--- src/rtl/calcutec_pkg.sv ---
// Shared types and constants for the ALU issue path.
package calcutec_pkg;

  localparam int DATA_W = 32;
  localparam int NREG   = 16;
  localparam int ADDR_W = 4;

  localparam logic [3:0] ALU_ADD = 4'd0;
  localparam logic [3:0] ALU_SUB = 4'd1;
  localparam logic [3:0] ALU_MUL = 4'd2;
  localparam logic [3:0] ALU_OR  = 4'd3;
  localparam logic [3:0] ALU_LSL = 4'd4;
  localparam logic [3:0] ALU_LSR = 4'd5;

  typedef struct packed {
    logic [DATA_W-1:0] dat1;
    logic [DATA_W-1:0] dat2;
    logic [3:0]        control;
    logic [ADDR_W-1:0] rd;
    logic              set;
  } issue_bundle_t;

  function automatic logic [NREG-1:0] onehot(
    input logic [ADDR_W-1:0] idx
  );
    logic [NREG-1:0] v;
    v      = '0;
    v[idx] = 1'b1;
    return v;
  endfunction

endpackage

--- src/rtl/reg_file.sv ---
// 16x32 register file, two async reads, one sync write.
// RF_BYPASS_EN: reads of the index being written return wb data.
module reg_file
  import calcutec_pkg::*;
#(
  parameter int DW = DATA_W,
  parameter int NR = NREG,
  parameter int AW = ADDR_W
) (
  input  logic          clk,
  input  logic          rst,
  input  logic [AW-1:0] ra1,
  input  logic [AW-1:0] ra2,
  output logic [DW-1:0] rd1,
  output logic [DW-1:0] rd2,
  input  logic          we,
  input  logic [AW-1:0] wa,
  input  logic [DW-1:0] wd
);

  logic [DW-1:0] mem [NR];

  always_ff @(posedge clk or posedge rst) begin
    if (rst) begin
      for (int i = 0; i < NR; i++) mem[i] <= '0;
    end else if (we) begin
      mem[wa] <= wd;
    end
  end

`ifdef RF_BYPASS_EN
  assign rd1 = (we && wa == ra1) ? wd : mem[ra1];
  assign rd2 = (we && wa == ra2) ? wd : mem[ra2];
`else
  assign rd1 = mem[ra1];
  assign rd2 = mem[ra2];
`endif

endmodule

--- src/rtl/alu_issue_stage.sv ---
// Operand fetch / issue stage feeding the ALU, with scoreboard.
// RF_BYPASS_EN: same-cycle writeback forwarding and hazard release.
module alu_issue_stage
  import calcutec_pkg::*;
#(
  parameter int DATA_W = calcutec_pkg::DATA_W,
  parameter int NREG   = calcutec_pkg::NREG,
  parameter int ADDR_W = calcutec_pkg::ADDR_W
) (
  input  logic              clk,
  input  logic              rst,
  input  logic              in_valid,
  output logic              in_ready,
  input  logic [3:0]        in_op,
  input  logic [ADDR_W-1:0] in_rd,
  input  logic [ADDR_W-1:0] in_rn,
  input  logic [ADDR_W-1:0] in_rm,
  input  logic [DATA_W-1:0] in_imm,
  input  logic              in_use_imm,
  input  logic              in_set,
  output logic              out_valid,
  input  logic              out_ready,
  output logic [DATA_W-1:0] out_dat1,
  output logic [DATA_W-1:0] out_dat2,
  output logic [3:0]        out_control,
  output logic [ADDR_W-1:0] out_rd,
  output logic              out_set,
  input  logic              wb_en,
  input  logic [ADDR_W-1:0] wb_addr,
  input  logic [DATA_W-1:0] wb_data,
  output logic              busy
);

  logic [NREG-1:0]   pend;
  logic [NREG-1:0]   pend_eff;
  logic [NREG-1:0]   wb_mask;
  logic [NREG-1:0]   set_mask;
  logic [DATA_W-1:0] rn_val;
  logic [DATA_W-1:0] rm_val;
  logic              hazard;
  logic              accept;
  issue_bundle_t     bundle;
  issue_bundle_t     nxt;

  reg_file #(
    .DW(DATA_W),
    .NR(NREG),
    .AW(ADDR_W)
  ) u_rf (
    .clk(clk),
    .rst(rst),
    .ra1(in_rn),
    .ra2(in_rm),
    .rd1(rn_val),
    .rd2(rm_val),
    .we (wb_en),
    .wa (wb_addr),
    .wd (wb_data)
  );

  assign wb_mask = wb_en ? onehot(wb_addr) : '0;

`ifdef RF_BYPASS_EN
  assign pend_eff = pend & ~wb_mask;
`else
  assign pend_eff = pend;
`endif

  assign hazard = in_valid &
                  (pend_eff[in_rn] |
                   (~in_use_imm & pend_eff[in_rm]) |
                   pend_eff[in_rd]);

  assign in_ready = ~rst & ~hazard & (~out_valid | out_ready);
  assign accept   = in_valid & in_ready;
  assign set_mask = accept ? onehot(in_rd) : '0;

  always_comb begin
    nxt         = '0;
    nxt.dat1    = rn_val;
    nxt.dat2    = in_use_imm ? in_imm : rm_val;
    nxt.control = in_op;
    nxt.rd      = in_rd;
    nxt.set     = in_set;
  end

  // set_mask applied after the clear so a new claim wins over writeback
  always_ff @(posedge clk or posedge rst) begin
    if (rst) begin
      pend <= '0;
    end else begin
      pend <= (pend & ~wb_mask) | set_mask;
    end
  end

  always_ff @(posedge clk or posedge rst) begin
    if (rst) begin
      out_valid <= 1'b0;
      bundle    <= '0;
    end else if (accept) begin
      out_valid <= 1'b1;
      bundle    <= nxt;
    end else if (out_ready) begin
      out_valid <= 1'b0;
    end
  end

  assign out_dat1    = bundle.dat1;
  assign out_dat2    = bundle.dat2;
  assign out_control = bundle.control;
  assign out_rd      = bundle.rd;
  assign out_set     = bundle.set;
  assign busy        = |pend;

endmodule

--- config.mk ---
export PLATFORM = sky130hd
export DESIGN_NAME = alu_issue_stage
export DESIGN_NICKNAME = d
export VERILOG_FILES = /design/src/rtl/calcutec_pkg.sv /design/src/rtl/reg_file.sv /design/src/rtl/alu_issue_stage.sv
export SDC_FILE = /design/constraint.sdc
export NUM_CORES = 1
export LEC_CHECK = 0
export CAP_MARGIN = 20
export CELL_PAD_IN_SITES_DETAIL_PLACEMENT = 0
export CELL_PAD_IN_SITES_GLOBAL_PLACEMENT = 1
export CORE_ASPECT_RATIO = 1.25
export CORE_UTILIZATION = 52
export CTS_CLUSTER_SIZE = 24
export DETAILED_ROUTE_END_ITERATION = 6
export PLACE_DENSITY = 0.88
export SYNTH_ARGS = -nofsm -noshare
export SYNTH_HDL_FRONTEND = slang
export SYNTH_HIERARCHICAL = 1
export SYNTH_SLANG_ARGS = --single-unit
--- constraint.sdc ---
create_clock -name clk -period 23.4 [get_ports clk]
set_clock_uncertainty 0.15 [all_clocks]
set_input_delay 3.51 -clock clk [delete_from_list [all_inputs] [get_ports clk]]
set_output_delay 3.51 -clock clk [all_outputs]
set_load 0.01 [all_outputs]
# == Yosys cells after proc, flatten, opt, wreduce, memory -nomap -nowiden ==
# Index checks and enable logic that the tools add are counted.
# classes
magnitude_cmp,10
bitwise,18
reduce_logical,5
n_mux,24
# op_table
operator,n
512-bit bitwise mux,1
32-bit binary-select mux with 4-bit select,2
32-bit two-way mux,6
32-bit demux with 4-bit select,1
16-bit two-way mux,2
"4-bit by 5-bit < comparator with 1-bit output, second input constant",4
16-bit bitwise AND,1
16-bit NOT,1
16-bit bitwise OR,1
16-bit OR reduction,1
"5-bit greater-or-equal comparator, second input constant",3
4-bit NOT with 5-bit output,3
1-bit binary-select mux with 4-bit select,3
1-bit demux with 4-bit select,2
"4-bit by 1-bit greater-or-equal comparator with 1-bit output, second input constant",2
1-bit two-way mux,7
1-bit bitwise AND,5
"5-bit by 1-bit < comparator with 1-bit output, second input constant",1
1-bit NOT,4
1-bit logical AND,3
1-bit bitwise OR,3
2-bit nonzero test,1
# totals
ff_bits,602
word_cells,80
output_inout_bits,76
inputBits,91

# == Depth between registers and ports, before layout ==
# depth
depth_word,12
ltp_mapped,9
depth_no_buf,6

# == Modules after synthesis ==
# The synthesis kept the hierarchy.
# by_module_without_submodules
mod,area_each_um2,cells_per_inst,seq_area_each_um2,instances
reg_file,26506.7,1677,12812.3,1
alu_issue_stage,4630.7,319,2252.2,1

# == Worst setup path after synthesis ==
# No wires, ideal clock.
# synth_path
kind,input port to output port
from,in in_rn[0]
to,out in_ready
setup_slack_ns,14.772
arrival_ns,4.968
path_buffers,0
path_stages,6
required_ns,19.740
path_cell_list,mux4_1 > mux2_2 > mux2i_1 > and3_1 > nand2_1 > a21boi_0
# synth_via
elab_chain_len,8
# synth_rtl
item,line_no,text
from (decl),alu_issue_stage.sv:16,"input logic [ADDR_W-1:0] in_rn,"
1-bit binary-select mux with 4-bit select,alu_issue_stage.sv:70,(pend_eff[in_rn] |
1-bit two-way mux (implied by the code),alu_issue_stage.sv:70,
1-bit bitwise OR,alu_issue_stage.sv:70,
1-bit bitwise OR,alu_issue_stage.sv:71,(~in_use_imm & pend_eff[in_rm]) |
1-bit bitwise AND,alu_issue_stage.sv:69,assign hazard = in_valid &
1-bit NOT,alu_issue_stage.sv:74,assign in_ready = ~rst & ~hazard & (~out_valid | out_ready);
1-bit bitwise AND (2 in a row),alu_issue_stage.sv:74,
to (decl),alu_issue_stage.sv:13,"output logic in_ready,"
# No other way between the ends. The select of a mux whose other input is x is not followed.

# == Worst setup path in the final report ==
# Same ends and word-level chain as after synthesis.

==> out/metrics.cfg <==
[sta]
period_needed_ps=10080
rsz0062_at_grt=false
slew_viol_final=0
finalSetupViolCount=0
worstMarginPinSlew_ps=1010
setup-tns-final_ps=0
final.period_utilization=0.431
hold_viol_final=0
timing.hold.ws_ps=355
slew_headroom=0.327
fmax_mhz=99.2

[logic_synthesis]
async_reset_ff_frac=1.00
synth_nets=2087
ys_seq_elements=602
netlist_instances=1996
muxShareOfSynthArea=0.425
synth_ff_type=dfrtp_1
synth_top_family_by_area=multiplexers
synth_fa_ha_area_frac=0
synthSimpleGateAreaFrac=0.0211
synth_compound_area_frac=0.0380
yosysSeqAreaShare=0.484
syn_area_sq_um=31100
synth_edf_count=0
synth_cell_type_count=39
synth_xor_area_frac=0
synth_warnings=6
synth.avg_cell_area_sq_um=15.6

[routing]
routed_via_density=6.60
routed_wl_mm=82.9
wire_per_inst_um=28.8
num_vias=19000
drc=12
drtIter0Drc=1697
postRouteAntennaNets=0
drtPass1Iterations=7

[global_route]
grt_max_degree=191
grtUsageTotal=0.278
grt_pass1_wl_mm=127
antenna_found_initial=7
first_global_vias=20700
overflow=0

[placed_design]
place.gp.congestion=0.853
port_buffers=166
dpl.hpwl_mm=46.5

[floorplan]
chipHeight_um=276
fp-row-count=99
core_sq_um=58700
start_util=0.530
die_w_um=221
die_area_sq_um=60900
ioPinCount=167

[pwr]
p_total_mw=3.36
p_per_area_nw_per_um2=95.3
power.leakage_nw=14.6
ir_drop_uv=55.9

[worst_setup_path]
start_kind=input pin
cp_slowest_cell=mux4_1
regToRegSetupSlack_ps=19470
cp.arrival_ps=6420
required_ps=19740
cp_cell_sequence=clkbuf_8, mux4_1, mux2_2, mux2i_1, and3_1, nand2_1, a21boi_0, clkdlybuf4s50_1
slowest_delay_ps=640
crit_path_end_kind=output pin
crit_fanout=51
crit_type=in2out

[cts]
clockBufferDepth=3
cts_resized=0
post_cts_buffers=0
cts-root-buf=clkbuf_16
cts_hold_buf=0
cts_tree=yes
clk_pin_slew_ps=60
numCtsBuffers=60
htreeDepth=2
clk_latency_ps=620
cts_sinks=602

[finish]
n_fill_cell=4324
finalNetCount=2167
drive_gt1_frac=0.489
area_growth_pct=13.1

[status]
violations=design-rule violations
status=finished, violations left

[hold_path]
hp-class=reg2reg

[flow_run]
drv_cap=0

worst max-delay path: cells and delay by family:
kind	cells	cell delay (ps)
and+or+nand+nor	2	500
AOI/OAI and AO/OA	1	260
muxes	3	1020
buffers and inverters	2	1110
flip-flops by register name, indices dropped and copies added, names as in the netlist:
| signal | flops |
|---|---|
| u_rf/mem | 512 |
| out_dat2 | 32 |
| out_dat1 | 32 |
| out_control | 4 |
| out_rd | 4 |
| out_valid | 1 |
| out_set | 1 |
| pend | 16 |
final cells by class:
cell class                      instances  area [sq um]  share of cell area
Inverter                                5          28.8            0.000817
Clock buffer                           85          1740              0.0493
Antenna cell                            2          5.00            0.000142
Timing Repair Buffer                  206          1990              0.0565
Sequential cell                       602         15100               0.428
Clock inverter                         23           230             0.00654
Multi-Input combinational cell       1201         15200               0.432
Tap cell                              757           947              0.0269
synthesized netlist by cell type, drive strengths merged, types with 2 or more instances:
cell type | n | area (sq um)
and3 | 2 | 12.5
inv | 5 | 18.8
mux2 | 619 | 7190
dfrtp | 602 | 15100
and2 | 3 | 18.8
nand2b | 8 | 50.1
clkbuf | 95 | 357
o21ai | 31 | 155
buf | 93 | 609
nor2b | 7 | 43.8
nand3b | 5 | 37.5
nor4 | 4 | 25.0
mux4 | 266 | 6010
nand2 | 83 | 312
nor3b | 2 | 20.0
or3 | 3 | 18.8
mux2i | 5 | 50.1
nand3 | 3 | 15.0
a22oi | 131 | 983
nor2 | 18 | 67.6
routing by layer:
metal  track usage  wire (um)
met2         0.472      41300
met3        0.0535       6210
met4        0.0940       2820
met1         0.361      32500
met5             0         46
final timing paths:
kind / start / endpoint / cells after the start
max in group asynchronous: rst / u_rf/mem[464] / 5
worst min-delay path: out_dat2[4] / out_dat2[4] / 1
min in group asynchronous: rst / out_dat1[27] / 2
worst max-delay path: in_rn[0] / in_ready / 8
worst min register to register: out_dat2[4] / out_dat2[4] / 1
worst max register to register: pend[4] / out_dat2[6] / 7
stage by stage:
step	setup WS (ps)	cell area, sq um	instances	utilization
floorplan	5440	31100	1996	-
global placement	13350	33200	2770	0.566
detailed placement	13280	33200	2770	0.566
CTS	13280	35200	2878	0.599
global route	13120	35200	2880	0.600
finish	13320	35200	2881	0.600
placed cells by master (no fill, tap or decap), types with 2 or more instances in the layout:
cell type,instances
buf_4,40
and2_2,2
nor2_1,7
nand3_1,3
nor2b_1,2
mux2_1,15
o21ai_0,31
or3_2,3
mux2_2,545
nor4_1,4
nand3b_1,5
nand2b_2,2
diode_2,2
dfrtp_1,602
nor2_4,11
a22oi_1,131
mux4_2,262
clkbuf_1,12
inv_6,3
clkdlybuf4s50_1,161
nand2b_1,6
clkbuf_8,14
clkinv_2,15
mux2_4,59
nor2b_4,5
clkbuf_16,61
inv_1,3
and3_1,2
mux2i_1,5
nand2_1,82
mux4_1,4
bufinv_16,4
report_power, final:
group	switching [mW]	leakage (nW)	internal (mW)
sequential	0.193	7.40	1.31
combinational	0.315	6.21	0.567
clock	0.410	0.985	0.559
cell families (layout without fill, tap and decap cells):
family | count (synthesis) | in the layout
muxes | 890 | 890
DFF | 602 | 602
buffers and inverters | 193 | 319
AOI/OAI and AO/OA | 168 | 168
and+or+nand+nor | 143 | 143
other | 0 | 2
Note: power is estimated with default switching activity, not from simulation.
